[config.mk]
export PLATFORM = sky130hd
export DESIGN_NAME = seq_divider_flat
export DESIGN_NICKNAME = d
export VERILOG_FILES = /design/src/rtl/seq_divider_if.sv /design/src/rtl/seq_divider.sv /design/src/flat_wrapper.sv
export SDC_FILE = /design/constraint.sdc
export NUM_CORES = 1
export LEC_CHECK = 0
export ABC_CLOCK_PERIOD_IN_PS = 8900
export CORE_MARGIN = 3
export CORE_UTILIZATION = 35
export DETAILED_ROUTE_END_ITERATION = 10
export HOLD_SLACK_MARGIN = 0.12
export PLACE_DENSITY = 0.65
export SYNTH_ARGS = -nofsm -noshare
export SYNTH_HDL_FRONTEND = slang
export SYNTH_SLANG_ARGS = --single-unit
export TNS_END_PERCENT = 5
[constraint.sdc]
create_clock -name clk -period 8.9 [get_ports clk]
set_input_delay 0.89 -clock clk [delete_from_list [all_inputs] [get_ports clk]]
set_output_delay 0.89 -clock clk [all_outputs]
set_load 0.02 [all_outputs]
[src/rtl/seq_divider_if.sv]
`default_nettype none
// ============================================================================
// Module      : seq_divider_if
// Description : Start/operand/result bundle between the calc-system control
//               unit and the sequential divider.
// Revision    : 1.0 - initial release
// ============================================================================
interface seq_divider_if #(
    parameter int WIDTH = 32
);
    logic             go;
    logic [WIDTH-1:0] dividend;
    logic [WIDTH-1:0] divisor;
    logic [WIDTH-1:0] quotient;
    logic [WIDTH-1:0] remainder;
    logic             done;
    logic             busy;
    logic             div_err;

    // Control unit side: requests a division and consumes the result.
    modport master (
        output go,
        output dividend,
        output divisor,
        input  quotient,
        input  remainder,
        input  done,
        input  busy,
        input  div_err
    );

    // Divider side.
    modport slave (
        input  go,
        input  dividend,
        input  divisor,
        output quotient,
        output remainder,
        output done,
        output busy,
        output div_err
    );
endinterface
`default_nettype wire

[src/rtl/seq_divider.sv]
`default_nettype none
// ============================================================================
// Module      : seq_divider
// Description : Unsigned restoring divider, one quotient bit per clock.
//               A zero divisor completes immediately with an error flag.
// Revision    : 1.0 - initial release
// ============================================================================
module seq_divider #(
    parameter int WIDTH = 32
) (
    input  logic         clk,
    input  logic         rst,
    seq_divider_if.slave bus
);

    localparam int CNT_W = (WIDTH > 1) ? $clog2(WIDTH) : 1;

    typedef enum logic [1:0] {
        S_IDLE = 2'd0,
        S_ITER = 2'd1,
        S_DONE = 2'd2
    } state_t;

    state_t           state_q, state_d;
    logic             armed_q, armed_d;
    logic [CNT_W-1:0] cnt_q, cnt_d;
    logic [WIDTH:0]   rem_q, rem_d;      // extra bit keeps compare/subtract safe
    logic [WIDTH-1:0] dvd_q, dvd_d;      // dividend shifting out, quotient in
    logic [WIDTH-1:0] dsr_q, dsr_d;      // captured divisor
    logic [WIDTH-1:0] quo_q, quo_d;
    logic [WIDTH-1:0] rout_q, rout_d;
    logic             done_q, done_d;
    logic             busy_q, busy_d;
    logic             err_q, err_d;

    // One restoring step on the current partial remainder / dividend pair.
    logic [2*WIDTH:0] pair_sh;
    logic [WIDTH:0]   rem_sh;
    logic [WIDTH:0]   rem_diff;
    logic             rem_ge;
    logic [WIDTH:0]   step_rem;
    logic [WIDTH-1:0] step_dvd;

    // Shift {rem, dvd} left, trial-subtract the divisor, restore on borrow.
    always_comb begin
        pair_sh  = {rem_q, dvd_q} << 1;
        rem_sh   = pair_sh[2*WIDTH:WIDTH];
        rem_diff = rem_sh - {1'b0, dsr_q};
        rem_ge   = (rem_sh >= {1'b0, dsr_q});
        step_rem = rem_ge ? rem_diff : rem_sh;
        step_dvd = pair_sh[WIDTH-1:0] | WIDTH'(rem_ge);
    end

    // Next-state and next-output decode.
    always_comb begin
        state_d = state_q;
        armed_d = armed_q;
        cnt_d   = cnt_q;
        rem_d   = rem_q;
        dvd_d   = dvd_q;
        dsr_d   = dsr_q;
        quo_d   = quo_q;
        rout_d  = rout_q;
        done_d  = 1'b0;
        busy_d  = busy_q;
        err_d   = err_q;

        // Any edge with go low re-arms; a held-high go never restarts.
        if (!bus.go) begin
            armed_d = 1'b1;
        end

        case (state_q)
            S_IDLE: begin
                if (bus.go && armed_q) begin
                    dvd_d   = bus.dividend;
                    dsr_d   = bus.divisor;
                    rem_d   = '0;
                    armed_d = 1'b0;
                    if (bus.divisor == '0) begin
                        // Divide by zero: finish on the start edge itself.
                        quo_d   = '1;
                        rout_d  = bus.dividend;
                        err_d   = 1'b1;
                        done_d  = 1'b1;
                        busy_d  = 1'b0;
                        state_d = S_DONE;
                    end else begin
                        cnt_d   = CNT_W'(WIDTH - 1);
                        busy_d  = 1'b1;
                        state_d = S_ITER;
                    end
                end
            end

            S_ITER: begin
                rem_d = step_rem;
                dvd_d = step_dvd;
                if (cnt_q == '0) begin
                    quo_d   = step_dvd;
                    rout_d  = step_rem[WIDTH-1:0];
                    err_d   = 1'b0;
                    done_d  = 1'b1;
                    busy_d  = 1'b0;
                    state_d = S_DONE;
                end else begin
                    cnt_d = cnt_q - 1'b1;
                end
            end

            S_DONE: begin
                state_d = S_IDLE;
            end

            default: begin
                state_d = S_IDLE;
            end
        endcase
    end

    // State and output registers; reset abandons any operation in flight.
    always_ff @(posedge clk or posedge rst) begin
        if (rst) begin
            state_q <= S_IDLE;
            armed_q <= 1'b1;
            cnt_q   <= '0;
            rem_q   <= '0;
            dvd_q   <= '0;
            dsr_q   <= '0;
            quo_q   <= '0;
            rout_q  <= '0;
            done_q  <= 1'b0;
            busy_q  <= 1'b0;
            err_q   <= 1'b0;
        end else begin
            state_q <= state_d;
            armed_q <= armed_d;
            cnt_q   <= cnt_d;
            rem_q   <= rem_d;
            dvd_q   <= dvd_d;
            dsr_q   <= dsr_d;
            quo_q   <= quo_d;
            rout_q  <= rout_d;
            done_q  <= done_d;
            busy_q  <= busy_d;
            err_q   <= err_d;
        end
    end

    assign bus.quotient  = quo_q;
    assign bus.remainder = rout_q;
    assign bus.done      = done_q;
    assign bus.busy      = busy_q;
    assign bus.div_err   = err_q;

endmodule
`default_nettype wire

[src/flat_wrapper.sv]
// flat-port wrapper written by rule: the top's interface ports become plain ports
module seq_divider_flat 
#(
    parameter int WIDTH = 32
)
  (clk, rst, bus_go, bus_dividend, bus_divisor, bus_quotient, bus_remainder, bus_done, bus_busy, bus_div_err);
  seq_divider_if #(.WIDTH(WIDTH)) bus_i ();
  input  logic clk;
  input  logic rst;
  input wire logic [$bits(bus_i.go)-1:0] bus_go;
  input wire logic [$bits(bus_i.dividend)-1:0] bus_dividend;
  input wire logic [$bits(bus_i.divisor)-1:0] bus_divisor;
  output wire logic [$bits(bus_i.quotient)-1:0] bus_quotient;
  output wire logic [$bits(bus_i.remainder)-1:0] bus_remainder;
  output wire logic [$bits(bus_i.done)-1:0] bus_done;
  output wire logic [$bits(bus_i.busy)-1:0] bus_busy;
  output wire logic [$bits(bus_i.div_err)-1:0] bus_div_err;
  assign bus_i.go = bus_go;
  assign bus_i.dividend = bus_dividend;
  assign bus_i.divisor = bus_divisor;
  assign bus_quotient = bus_i.quotient;
  assign bus_remainder = bus_i.remainder;
  assign bus_done = bus_i.done;
  assign bus_busy = bus_i.busy;
  assign bus_div_err = bus_i.div_err;
  seq_divider #(.WIDTH(WIDTH)) u_core (.clk(clk), .rst(rst), .bus(bus_i));
endmodule
## Word-level counts from Yosys, hierarchy flattened

Cells that the tools add are included.

- Output and inout port bits: 67
- Word-level logic and storage cells: 67
- Bits in registers: 171
- Latch bits: 0
- Bits in writable memories: 0
- Bits of input ports: 67
- Memories: 0
- ROM bits: 0

- Magnitude comparators: 1
- Bitwise gates (word level): 1
- Reductions and logical operators: 11
- Eq/ne operators: 6
- Shift-type cells: 0
- Add/subtract/negate cells: 2
- Div/mod/pow operators: 0
- Multiply operators: 0
- Multiplexer cells: 35

Operators with widths:

| operator | number |
|---|---|
| 32-bit 2-to-1 mux | 9 |
| 32-bit case mux with 2 select lines | 4 |
| 33-bit by 32-bit greater-or-equal comparator with 1-bit output | 1 |
| 32-bit logical NOT | 1 |
| 32-bit by 1-bit OR with 32-bit output | 1 |
| 32-bit subtractor | 1 |
| 5-bit 2-to-1 mux | 3 |
| 1-bit 2-to-1 mux | 11 |
| 5-bit case mux with 2 select lines | 1 |
| 4-bit AND reduction | 2 |
| 2-bit 2-to-1 mux | 3 |
| 2-bit by 1-bit != test with 1-bit output, second input constant | 3 |
| 1-bit case mux with 2 select lines | 3 |
| 2-bit AND reduction | 3 |
| 5-bit logical NOT | 1 |
| 5-bit by 1-bit subtractor with 5-bit output, second input constant | 1 |
| 2-bit != test, second input constant | 2 |
| 2-bit case mux with 2 select lines | 1 |
| 3-bit AND reduction | 1 |
| 2-bit by 1-bit == test with 1-bit output, second input constant | 1 |
| 2-bit logical NOT | 1 |
| 2-bit nonzero test | 1 |
| 1-bit logical AND | 1 |

## Logic depth before layout (Yosys ltp)

Gate-level depths: netlist of the first run.

- Depth after elaboration: 4
- Mapped depth: 13
- Mapped depth without buffers: 12

## Worst setup path before layout of the first run

No wires, ideal clock.

- Kind: flip-flop to flip-flop
- From: register u_core.dvd_q[31]
- To: register u_core.rout_q[26], in the netlist u_core.bus.remainder[26]
- Period minus slack after synthesis: 2641 ps
- Arrival: 2564 ps
- Library setup time: 77 ps
- Setup slack: 6259 ps
- Buffers on the path: 0
- Cell stages (with the launch flop): 13
- Path through: dfrtp_1 > inv_1 > ha_1 > inv_1 > fa_1 > a21oi_1 > o22ai_1 > o31a_1 > a211oi_1 > nor2_1 > xnor2_1 > a211o_1 > a21oi_1

- Longest elaborated chain between the ends: 4
- Elaborated cells on any way between the ends: 5
- Classes of those cells: add/sub (1); order compare (1); mux (3)

RTL lines:

| item | RTL line | source |
|---|---|---|
| from (decl) | seq_divider.sv:28 | `logic [WIDTH-1:0] dvd_q, dvd_d;` |
| from (signal assigned) | seq_divider.sv:140 | `dvd_q <= dvd_d;` |
| 32-bit subtractor or 33-bit by 32-bit greater-or-equal comparator with 1-bit output (tied branches) | seq_divider.sv:48, seq_divider.sv:49 |  |
| 32-bit 2-to-1 mux * | seq_divider.sv:50 | `step_rem = rem_ge ? rem_diff : rem_sh;` |
| 32-bit 2-to-1 mux * | seq_divider.sv:99 | `if (cnt_q == '0) begin` |
| 32-bit case mux with 2 select lines * | seq_divider.sv:73 | `case (state_q)` |
| to (signal assigned) | seq_divider.sv:143 | `rout_q <= rout_d;` |
| to (decl) | seq_divider.sv:31 | `logic [WIDTH-1:0] rout_q, rout_d;` |

Every way passes the cells marked *; elsewhere a longest branch is shown, timed or not. The select of a mux whose other input is x is not followed.
A chain may end at the register's enable or synchronous reset.

## Final worst setup path of the first run

- From: input bus_divisor[0]
- To: register u_core.rout_q[25], in the netlist u_core.bus.remainder[25]

- Longest elaborated chain between the ends: 3

RTL lines:

| item | RTL line | source |
|---|---|---|
| from (decl) | flat_wrapper.sv:12 | `input wire logic [$bits(bus_i.divisor)-1:0] bus_divisor;` |
| 32-bit logical NOT | seq_divider.sv:80 | `if (bus.divisor == '0) begin` |
| 2-bit by 1-bit != test with 1-bit output (no line) | n/a |  |
| 4-bit AND reduction (no line) | n/a |  |

Every way passes these cells.

==> results of run 1 <==
==> per-layer routing <==
| layer | wire, um | global-route usage | share of wire |
|---|---|---|---|
| met1 | 11800 | 0.250 | 0.44 |
| met2 | 13400 | 0.324 | 0.50 |
| met3 | 1120 | 0.0326 | 0.042 |
| met4 | 325 | 0.0384 | 0.012 |
| met5 | 0 | 0 | 0 |
==> cell usage in the layout (no fill, tap or decap), types with 4 or more instances in the layout <==
cell type / synthesis / layout
xor2_1: 11 / 11
inv_6: 0 / 5
ha_1: 33 / 33
a21oi_1: 67 / 67
buf_4: 1 / 10
o21bai_1: 5 / 5
clkdlybuf4s50_1: 0 / 133
nand2_1: 177 / 177
o22a_1: 32 / 32
clkbuf_16: 0 / 17
xnor2_1: 13 / 13
nor2_1: 71 / 70
a21oi_2: 4 / 4
o21a_1: 5 / 5
nor2b_1: 7 / 6
mux2i_1: 24 / 24
nor4_1: 12 / 12
or3_1: 9 / 9
nor3_1: 14 / 14
a31oi_1: 43 / 43
inv_1: 50 / 48
o31ai_1: 5 / 5
dfrtp_1: 170 / 170
a211oi_1: 4 / 4
and3_1: 16 / 15
o21ai_0: 106 / 106
nand3_1: 26 / 26
nand4_1: 6 / 6
==> path summary, 6_finish.rpt <==
check	from	to	slack (ns)	cells after the start
worst max-delay path	bus_divisor[0]	u_core.bus.remainder[25]$_DFFE_PP0P_	4.87	11
worst min-delay path	u_core.bus.quotient[28]$_DFFE_PP0P_	u_core.bus.quotient[28]$_DFFE_PP0P_	0.49	1
worst max register to register	u_core.rem_q[23]$_DFFE_PP0P_	u_core.bus.remainder[9]$_DFFE_PP0P_	5.21	9
worst min register to register	u_core.bus.quotient[28]$_DFFE_PP0P_	u_core.bus.quotient[28]$_DFFE_PP0P_	0.49	1
max in group asynchronous	rst	u_core.dsr_q[0]$_DFFE_PP0P_	6.11	4
min in group asynchronous	rst	u_core.bus.quotient[27]$_DFFE_PP0P_	0.87	2
==> Yosys cell counts, types with 13 or more instances <==
library cell  count  area, sq um
nor2_1           71          267
clkbuf_1         48          180
nand3_1          26          130
a31oi_1          43          269
xnor2_1          13          114
a21oi_1          67          335
mux2i_1          24          240
and3_1           16          100
o21ai_0         106          531
o22a_1           32          280
nor3_1           14         70.1
ha_1             33          413
dfrtp_1         170         4250
nand2_1         177          664
inv_1            50          188
==> sequential cells by signal, indices dropped and copies added (netlist names) <==
name	count
u_core.dvd_q	32
u_core.cnt_q	5
u_core.bus.remainder	32
u_core.bus.div_err	1
u_core.bus.done	1
u_core.bus.busy	1
u_core.armed_q	1
u_core.bus.quotient	32
u_core.state_q	2
u_core.dsr_q	32
u_core.rem_q	32
==> power groups by stage <==
stage	combinational (mW)	clock (mW)	sequential, mW
final	2.98	0.787	1.32
after global routing	3.32	0.836	1.35
after CTS	2.99	0.802	1.32
after detailed placement	2.97	0	1.33
after global placement	2.94	0	1.33
after floorplan	2.11	0	1.34
==> area by class of cell <==
cell class | count | area, sq um
Multi-Input combinational cell | 744 | 4430
Clock buffer | 18 | 429
Timing Repair Buffer | 143 | 1410
Inverter | 50 | 193
Sequential cell | 171 | 4280
Clock inverter | 14 | 181
Fill cell | 2492 | 14100
Tap cell | 330 | 413
==> kinds of logic (layout without fill, tap and decap cells) <==
family / Yosys count / count (layout) / share of synthesized area
compound gates: 308 / 308 / 0.211
simple gates: 352 / 352 / 0.171
flops: 171 / 171 / 0.468
mux: 26 / 26 / 0.0287
buf+inv: 114 / 225 / 0.0517
xor+xnor: 24 / 24 / 0.0230
fa+ha+maj: 34 / 34 / 0.0473
==> results_dict.tcl, run 1 <==
set metrics [dict create \
    status "complete, no violations" \
    wl_per_cell_um 18.1 \
    synth_cells 1029 \
    yosysWarnings 0 \
    slew_headroom 0.171 \
    grt_pass1_vias 7816 \
    cp.arrival_ns 4.39 \
    rsz0062_at_grt "false" \
    hold_buffers 0 \
    cts_tree "built" \
    io_pins 134 \
    cts_setup_buffers 0 \
    place_area_sq_um 10700 \
    cp.required_ns 9.25 \
    cp_slowest_cell "inv_2" \
    drt_iter0_drc 512 \
    grt_pass1_wl_um 42600 \
    utilization 0.445 \
    syn-cell-area_sq_um 9150 \
    antenna_found_initial 0 \
    hp-class "reg2reg" \
    fp.dieH_um 168 \
    num_vias 7934 \
    p_switching_mw 2.41 \
    setup_viol 0 \
    worstSetupStartpointType "primary input" \
    synth_cell_types 65 \
    dr.pass1.iters 5 \
    critical_path_class "in2reg" \
    viasPerCell 5.40 \
    max-clock-path-buffers 2 \
    slowest_delay_ns 0.85 \
    place.gp.congestion 0.858 \
    clock_sinks 171 \
    post-place-cells 1438 \
    leakage_nw 4.76 \
    htreeDepth 4 \
    power.share.clock 0.155 \
    crit_chain "clkdlybuf4s50_1 > nor4_1 > nand4_1 > nor2_1 > o32ai_4 > buf_4 > inv_2 > o21ai_0 > nand2_1 > o31ai_1 > a31oi_1" \
    rows 58 \
    p_int_mw 2.67 \
    maxCapViolations 0 \
    fin_crit_ns 4.03 \
    crit_family "buffers and inverters" \
    slew_violations 0 \
    synth_ff_type "dfrtp_1" \
    design_area_sq_um 11300 \
    initial_utilization 0.359 \
    die-area_sq_um 28100 \
    cts-root-buf "clkbuf_16" \
    overflow 0 \
    core-area_sq_um 25500 \
    p_sw_frac 0.475 \
    port_buffers 133 \
    hold_violations 0 \
    place_worst_setup_slack_ns 4.30 \
    die_w_um 168 \
    drc 0 \
    worstPathMaxFanout 67 \
    timing.fmax_ghz 0.248 \
    ys_seq_elements 171 \
    ant_nets 0 \
    critPathBufInv 3 \
    ctsResizeCount 0 \
    power.share.combinational 0.586 \
    end_kind "flop" \
    drive_gt1_frac 0.0596 \
    seqPwrFrac 0.260 \
    path_clk_slew_ns 0.07 \
    finalCritPeriodShare 0.453 \
    clkLatencyLatePin_ns 0.44 \
    synthArstFlopShare 1.00 \
    synth_fp_nets 1130 \
    syn2layout_area_growth_pct 23.8 \
    tightest_slew_ns 1.24 \
    irDropWorstVdd_mv 0.240 \
    grt_max_degree 97 \
    avgSynthCellArea_sq_um 8.89 \
    dp_hpwl_um 19100 \
    nets 1228 \
    seq_area_frac_synth 0.468 \
    layout_setup_ws_ns 4.87 \
    grt_usage 0.188 \
    numCtsBuffers 17 \
    n_antenna_cell 0 \
    final_cells 1470 \
    drt_wl_total_um 26600 \
    fin_skew_ns 0.0148 \
    totalNegativeSetupSlack_ns 0 \
    p_per_area_nw_per_um2 448 \
    synth-edff-count 0 \
    holdWs_ns 0.488 \
    power_mw 5.08 \
]
Note: power is estimated with default switching activity, not from simulation.
==> run 2: changes to the inputs <==
ABC_CLOCK_PERIOD_IN_PS = 3500   (was 8900)
PLACE_DENSITY = 0.67   (was 0.65)
clock period = 3.5 ns   (was 8.9 ns; I/O delays follow)
==> run 2 against run 1 <==
Net effect:
- clock skew is 0.0028 ns lower
- clock power is 140% higher
- core utilization is 0.51 points higher
- final cell count is 1.3% higher
- hold slack worse by 0.017 ns
- largest cell class unchanged
- via count is 2.2% higher
- setup slack worse by 4.5 ns
- critical path depth is 1 higher
- global-route usage is 0.42 points higher
- final area is 1.1% higher
- critical path type is now reg2reg
- power grew to 2.6 times the previous value
- first-iteration DRC count is 18% higher
==> results_dict.tcl, run 2 (same netlist as run 1, synthesis figures left out) <==
set metrics [dict create \
    cp.required_ns 3.86 \
    ant_nets 0 \
    utilization 0.450 \
    ctsResizeCount 0 \
    max-clock-path-buffers 2 \
    fillCellCount 2449 \
    viasPerCell 5.45 \
    maxCapViolations 0 \
    end_kind "flop" \
    num_vias 8108 \
    initial_utilization 0.359 \
    slew_violations 0 \
    rr_endpoint "u_core.bus.remainder[26]$_DFFE_PP0P_" \
    setup_viol 0 \
    cts_setup_buffers 0 \
    hold_violations 0 \
    status "complete, no violations" \
    die-area_sq_um 28100 \
    critPathBufInv 2 \
    wl_per_cell_um 18.2 \
    design_area_sq_um 11500 \
    numCtsBuffers 17 \
    timing.fmax_ghz 0.315 \
    die_w_um 168 \
    nets 1246 \
    fin_skew_ns 0.0119 \
    grt_usage 0.192 \
    reg2reg_from "u_core.dvd_q[31]$_DFFE_PP0P_" \
    crit_family "compound AO/OA/AOI/OAI gates" \
    critical_path_class "reg2reg" \
    rrSetupSlack_ns 0.33 \
    clock_sinks 171 \
    dr.pass1.iters 5 \
    leakage_nw 4.83 \
    cts_tree "built" \
    worstPathMaxFanout 4 \
    place_area_sq_um 10900 \
    htreeDepth 4 \
    reg2reg_depth 12 \
    clkLatencyLatePin_ns 0.43 \
    place.gp.congestion 0.931 \
    cp.arrival_ns 3.53 \
    overflow 0 \
    port_buffers 133 \
    worstSetupStartpointType "flop" \
    cts-root-buf "clkbuf_16" \
    slowest_delay_ns 0.50 \
    grt_max_degree 68 \
    drive_gt1_frac 0.0743 \
    fin_crit_ns 3.17 \
    antenna_found_initial 1 \
    cp_slowest_cell "a211oi_1" \
    crit_chain "inv_1 > ha_1 > inv_1 > fa_1 > a21oi_1 > o22ai_1 > o31a_1 > a211oi_1 > nor2_1 > xnor2_1 > a211o_1 > a21oi_1" \
    finalCritPeriodShare 0.907 \
    hold_buffers 0 \
    syn2layout_area_growth_pct 25.3 \
    grt_pass1_vias 8061 \
    hp-class "in2async" \
    layout_commonest_cell "nand2_1" \
    drt_wl_total_um 27100 \
    totalNegativeSetupSlack_ns 0 \
    tightest_slew_ns 0.982 \
    slew_headroom 0.344 \
    mostFrequentLayoutCells "nand2_1, dfrtp_1, clkdlybuf4s50_1" \
    core-area_sq_um 25500 \
    holdWs_ns 0.471 \
    drc 0 \
    dp_hpwl_um 20200 \
    drt_iter0_drc 606 \
    irDropWorstVdd_mv 0.492 \
    p_per_area_nw_per_um2 1130 \
    rows 58 \
    rsz0062_at_grt "false" \
    grt_pass1_wl_um 43400 \
    fp.dieH_um 168 \
    io_pins 134 \
    path_clk_slew_ns 0.07 \
]
-- run 2: how the worst max path moves through the flow --
stage	start	end	slack (ns)	cells past startpoint
after floorplan	u_core.dvd_q[31]$_DFFE_PP0P_	u_core.bus.remainder[26]$_DFFE_PP0P_	0.86	12
after global placement	bus_divisor[0]	u_core.bus.remainder[5]$_DFFE_PP0P_	0.37	10
after detailed placement	u_core.dvd_q[31]$_DFFE_PP0P_	u_core.bus.remainder[26]$_DFFE_PP0P_	0.38	12
after CTS	u_core.dvd_q[31]$_DFFE_PP0P_	u_core.bus.remainder[26]$_DFFE_PP0P_	0.35	12
after global routing	u_core.dvd_q[31]$_DFFE_PP0P_	u_core.bus.remainder[26]$_DFFE_PP0P_	0.15	12
final	u_core.dvd_q[31]$_DFFE_PP0P_	u_core.bus.remainder[26]$_DFFE_PP0P_	0.33	12
-- run 2: final cells by class --
| class | count | area [sq um] | share of cell area |
|---|---|---|---|
| repair buffers | 161 | 1580 | 0.138 |
| clock inverters | 14 | 136 | 0.0119 |
| well taps | 330 | 413 | 0.0360 |
| flip-flops and latches | 171 | 4280 | 0.373 |
| multi-input cells | 744 | 4430 | 0.386 |
| inverters | 50 | 191 | 0.0167 |
| clock buffers | 18 | 429 | 0.0374 |
| diodes | 1 | 2.50 | 0.000218 |
-- run 2: metrics by stage --
stage | total power [mW] | cells | worst slack (ns)
4_1_cts | 13.0 | 1488 | 0.348
3_3_place_gp | 11.0 | 1456 | 0.375
6_report | 13.0 | 1489 | 0.327
5_1_grt | 14.0 | 1489 | 0.152
3_5_place_dp | 11.1 | 1456 | 0.376
2_1_floorplan | 8.77 | 1029 | 0.859
-- run 2: where the power goes --
part / leakage (nW) / switching [mW] / internal (mW) / total [mW]
logic: 2.64 / 4.72 / 3.03 / 7.75
registers: 1.92 / 0.585 / 2.79 / 3.37
clock network: 0.267 / 0.855 / 0.996 / 1.85
-- run 2: routing by layer --
| metal | part of all wire | GRT usage |
|---|---|---|
| met5 | 0 | 0 |
| met4 | 0.020 | 0.0502 |
| met3 | 0.052 | 0.0347 |
| met2 | 0.50 | 0.330 |
| met1 | 0.43 | 0.251 |
==> run 3: changes to the inputs <==
CAP_MARGIN = 20   (was default)
==> run 3 against run 2 <==
Net effect:
- core utilization increased by 0.079 points
- sequential power is essentially flat
- register-to-register slack hardly changed
- global-route usage stayed put
- hold slack lost 0.30 ns
- die area unchanged
- sequential share of layout area decreased by 0.065 points
- routed wire length barely moved
- final area up 0.17%
- clock skew about the same
- clock-buffer cell count did not move
==> results_dict.tcl, run 3 (same netlist as run 1, synthesis figures left out) <==
set metrics [dict create \
    reg2reg_from "u_core.dvd_q[31]$_DFFE_PP0P_" \
    reg2reg_depth 12 \
    clock_sinks 171 \
    slew_headroom 0.496 \
    timing.fmax_ghz 0.316 \
    power.share.combinational 0.598 \
    nets 1247 \
    initial_utilization 0.359 \
    maxCapViolations 0 \
    cts-root-buf "clkbuf_16" \
    drive_gt1_frac 0.0751 \
    hold_buffers 0 \
    totalNegativeSetupSlack_ns 0 \
    cp.required_ns 3.86 \
    cts_tree "built" \
    worstSetupStartpointType "flop" \
    p_per_area_nw_per_um2 1130 \
    place.gp.congestion 0.931 \
    utilization 0.451 \
    layout_setup_ws_ns 0.333 \
    status "complete, no violations" \
    port_buffers 133 \
    post-place-cells 1456 \
    numCtsBuffers 17 \
    ant_nets 0 \
    core-area_sq_um 25500 \
    io_pins 134 \
    die_w_um 168 \
    rows 58 \
    syn2layout_area_growth_pct 25.5 \
    drt_iter0_drc 612 \
    mostFrequentLayoutCells "nand2_1, dfrtp_1, clkdlybuf4s50_1" \
    place_area_sq_um 10900 \
    clkLatencyLatePin_ns 0.43 \
    fin_skew_ns 0.0117 \
    tightest_slew_ns 0.756 \
    grt_usage 0.192 \
    holdWs_ns 0.168 \
    grt_pass1_vias 8061 \
    p_int_mw 6.82 \
    end_kind "flop" \
    leakage_nw 4.84 \
    wl_per_cell_um 18.2 \
    place_worst_setup_slack_ns 0.376 \
    num_vias 8170 \
    crit_chain "inv_1 > ha_1 > inv_1 > fa_1 > a21oi_1 > o22ai_1 > o31a_1 > a211oi_1 > nor2_1 > xnor2_1 > a211o_1 > a21oi_1" \
    cts_setup_buffers 0 \
    grt_pass1_wl_um 43400 \
    layout.area.seq_sq_um 4280 \
    worstPathMaxFanout 4 \
    cp.arrival_ns 3.52 \
    rr_endpoint "u_core.bus.remainder[26]$_DFFE_PP0P_" \
    slowest_delay_ns 0.50 \
    drt_wl_total_um 27100 \
    final_cells 1490 \
    design_area_sq_um 11500 \
    p_sw_frac 0.474 \
    seqPwrFrac 0.260 \
    p_switching_mw 6.15 \
    ctsResizeCount 0 \
    path_clk_slew_ns 0.07 \
    fp.dieH_um 168 \
    irDropWorstVdd_mv 0.491 \
    rsz0062_at_grt "false" \
    setup_viol 0 \
    cp_slowest_cell "a211oi_1" \
    fillCellCount 2447 \
    viasPerCell 5.48 \
    drc 0 \
    die-area_sq_um 28100 \
    max-clock-path-buffers 2 \
    critical_path_class "reg2reg" \
    layout_commonest_cell "nand2_1" \
    hp-class "in2async" \
    rrSetupSlack_ns 0.33 \
    grt_max_degree 68 \
    dr.pass1.iters 5 \
    antenna_found_initial 1 \
    multi_input_area_sq_um 4430 \
    power.share.clock 0.142 \
    power_mw 13.0 \
    hold_violations 0 \
    fin_crit_ns 3.17 \
    dp_hpwl_um 20200 \
    htreeDepth 4 \
    overflow 0 \
    finalCritPeriodShare 0.905 \
    slew_violations 0 \
]
[run 3: worst max-delay path by stage]
stage,end,from,depth (start not counted),slack [ns]
after CTS,u_core.bus.remainder[26]$_DFFE_PP0P_,u_core.dvd_q[31]$_DFFE_PP0P_,12,0.35
after global routing,u_core.bus.remainder[26]$_DFFE_PP0P_,u_core.dvd_q[31]$_DFFE_PP0P_,12,0.15
after detailed placement,u_core.bus.remainder[26]$_DFFE_PP0P_,u_core.dvd_q[31]$_DFFE_PP0P_,12,0.38
after floorplan,u_core.bus.remainder[26]$_DFFE_PP0P_,u_core.dvd_q[31]$_DFFE_PP0P_,12,0.86
final,u_core.bus.remainder[26]$_DFFE_PP0P_,u_core.dvd_q[31]$_DFFE_PP0P_,12,0.33
after global placement,u_core.bus.remainder[5]$_DFFE_PP0P_,bus_divisor[0],10,0.37
[run 3: final cells by class]
type | count | share of cell area
Sequential cell | 171 | 0.373
Tap cell | 330 | 0.0360
Timing Repair Buffer | 162 | 0.139
Antenna cell | 1 | 0.000218
Clock buffer | 18 | 0.0374
Inverter | 50 | 0.0167
Multi-Input combinational cell | 744 | 0.386
Clock inverter | 14 | 0.0119
[run 3: power groups by stage]
stage / Clock [mW] / Combinational (mW) / Sequential (mW)
2_1_floorplan: 0 / 5.36 / 3.41
3_3_place_gp: 0 / 7.57 / 3.38
3_5_place_dp: 0 / 7.69 / 3.39
4_1_cts: 1.88 / 7.74 / 3.37
5_1_grt: 1.96 / 8.60 / 3.45
6_report: 1.85 / 7.76 / 3.37
[run 3: per-layer routing]
layer | vias up | part of all wire | wire length (um) | GRT usage
met1 | 3963 | 0.43 | 11500 | 0.251
li1 | 3878 | - | - | -
met2 | 284 | 0.49 | 13400 | 0.330
met5 | - | 0 | 0 | 0
met4 | 0 | 0.021 | 571 | 0.0502
met3 | 45 | 0.059 | 1600 | 0.0347
[run 3: worst max-delay path, delay by kind of cell, from the launching register on]
kind / cells / cell delay (ns)
AO/OA/AOI/OAI: 6 / 1.73
adder cells (fa/ha/maj): 2 / 0.56
flip-flops: 1 / 0.41
XOR/XNOR: 1 / 0.15
buffers and inverters: 2 / 0.13
AND/OR/NAND/NOR: 1 / 0.11
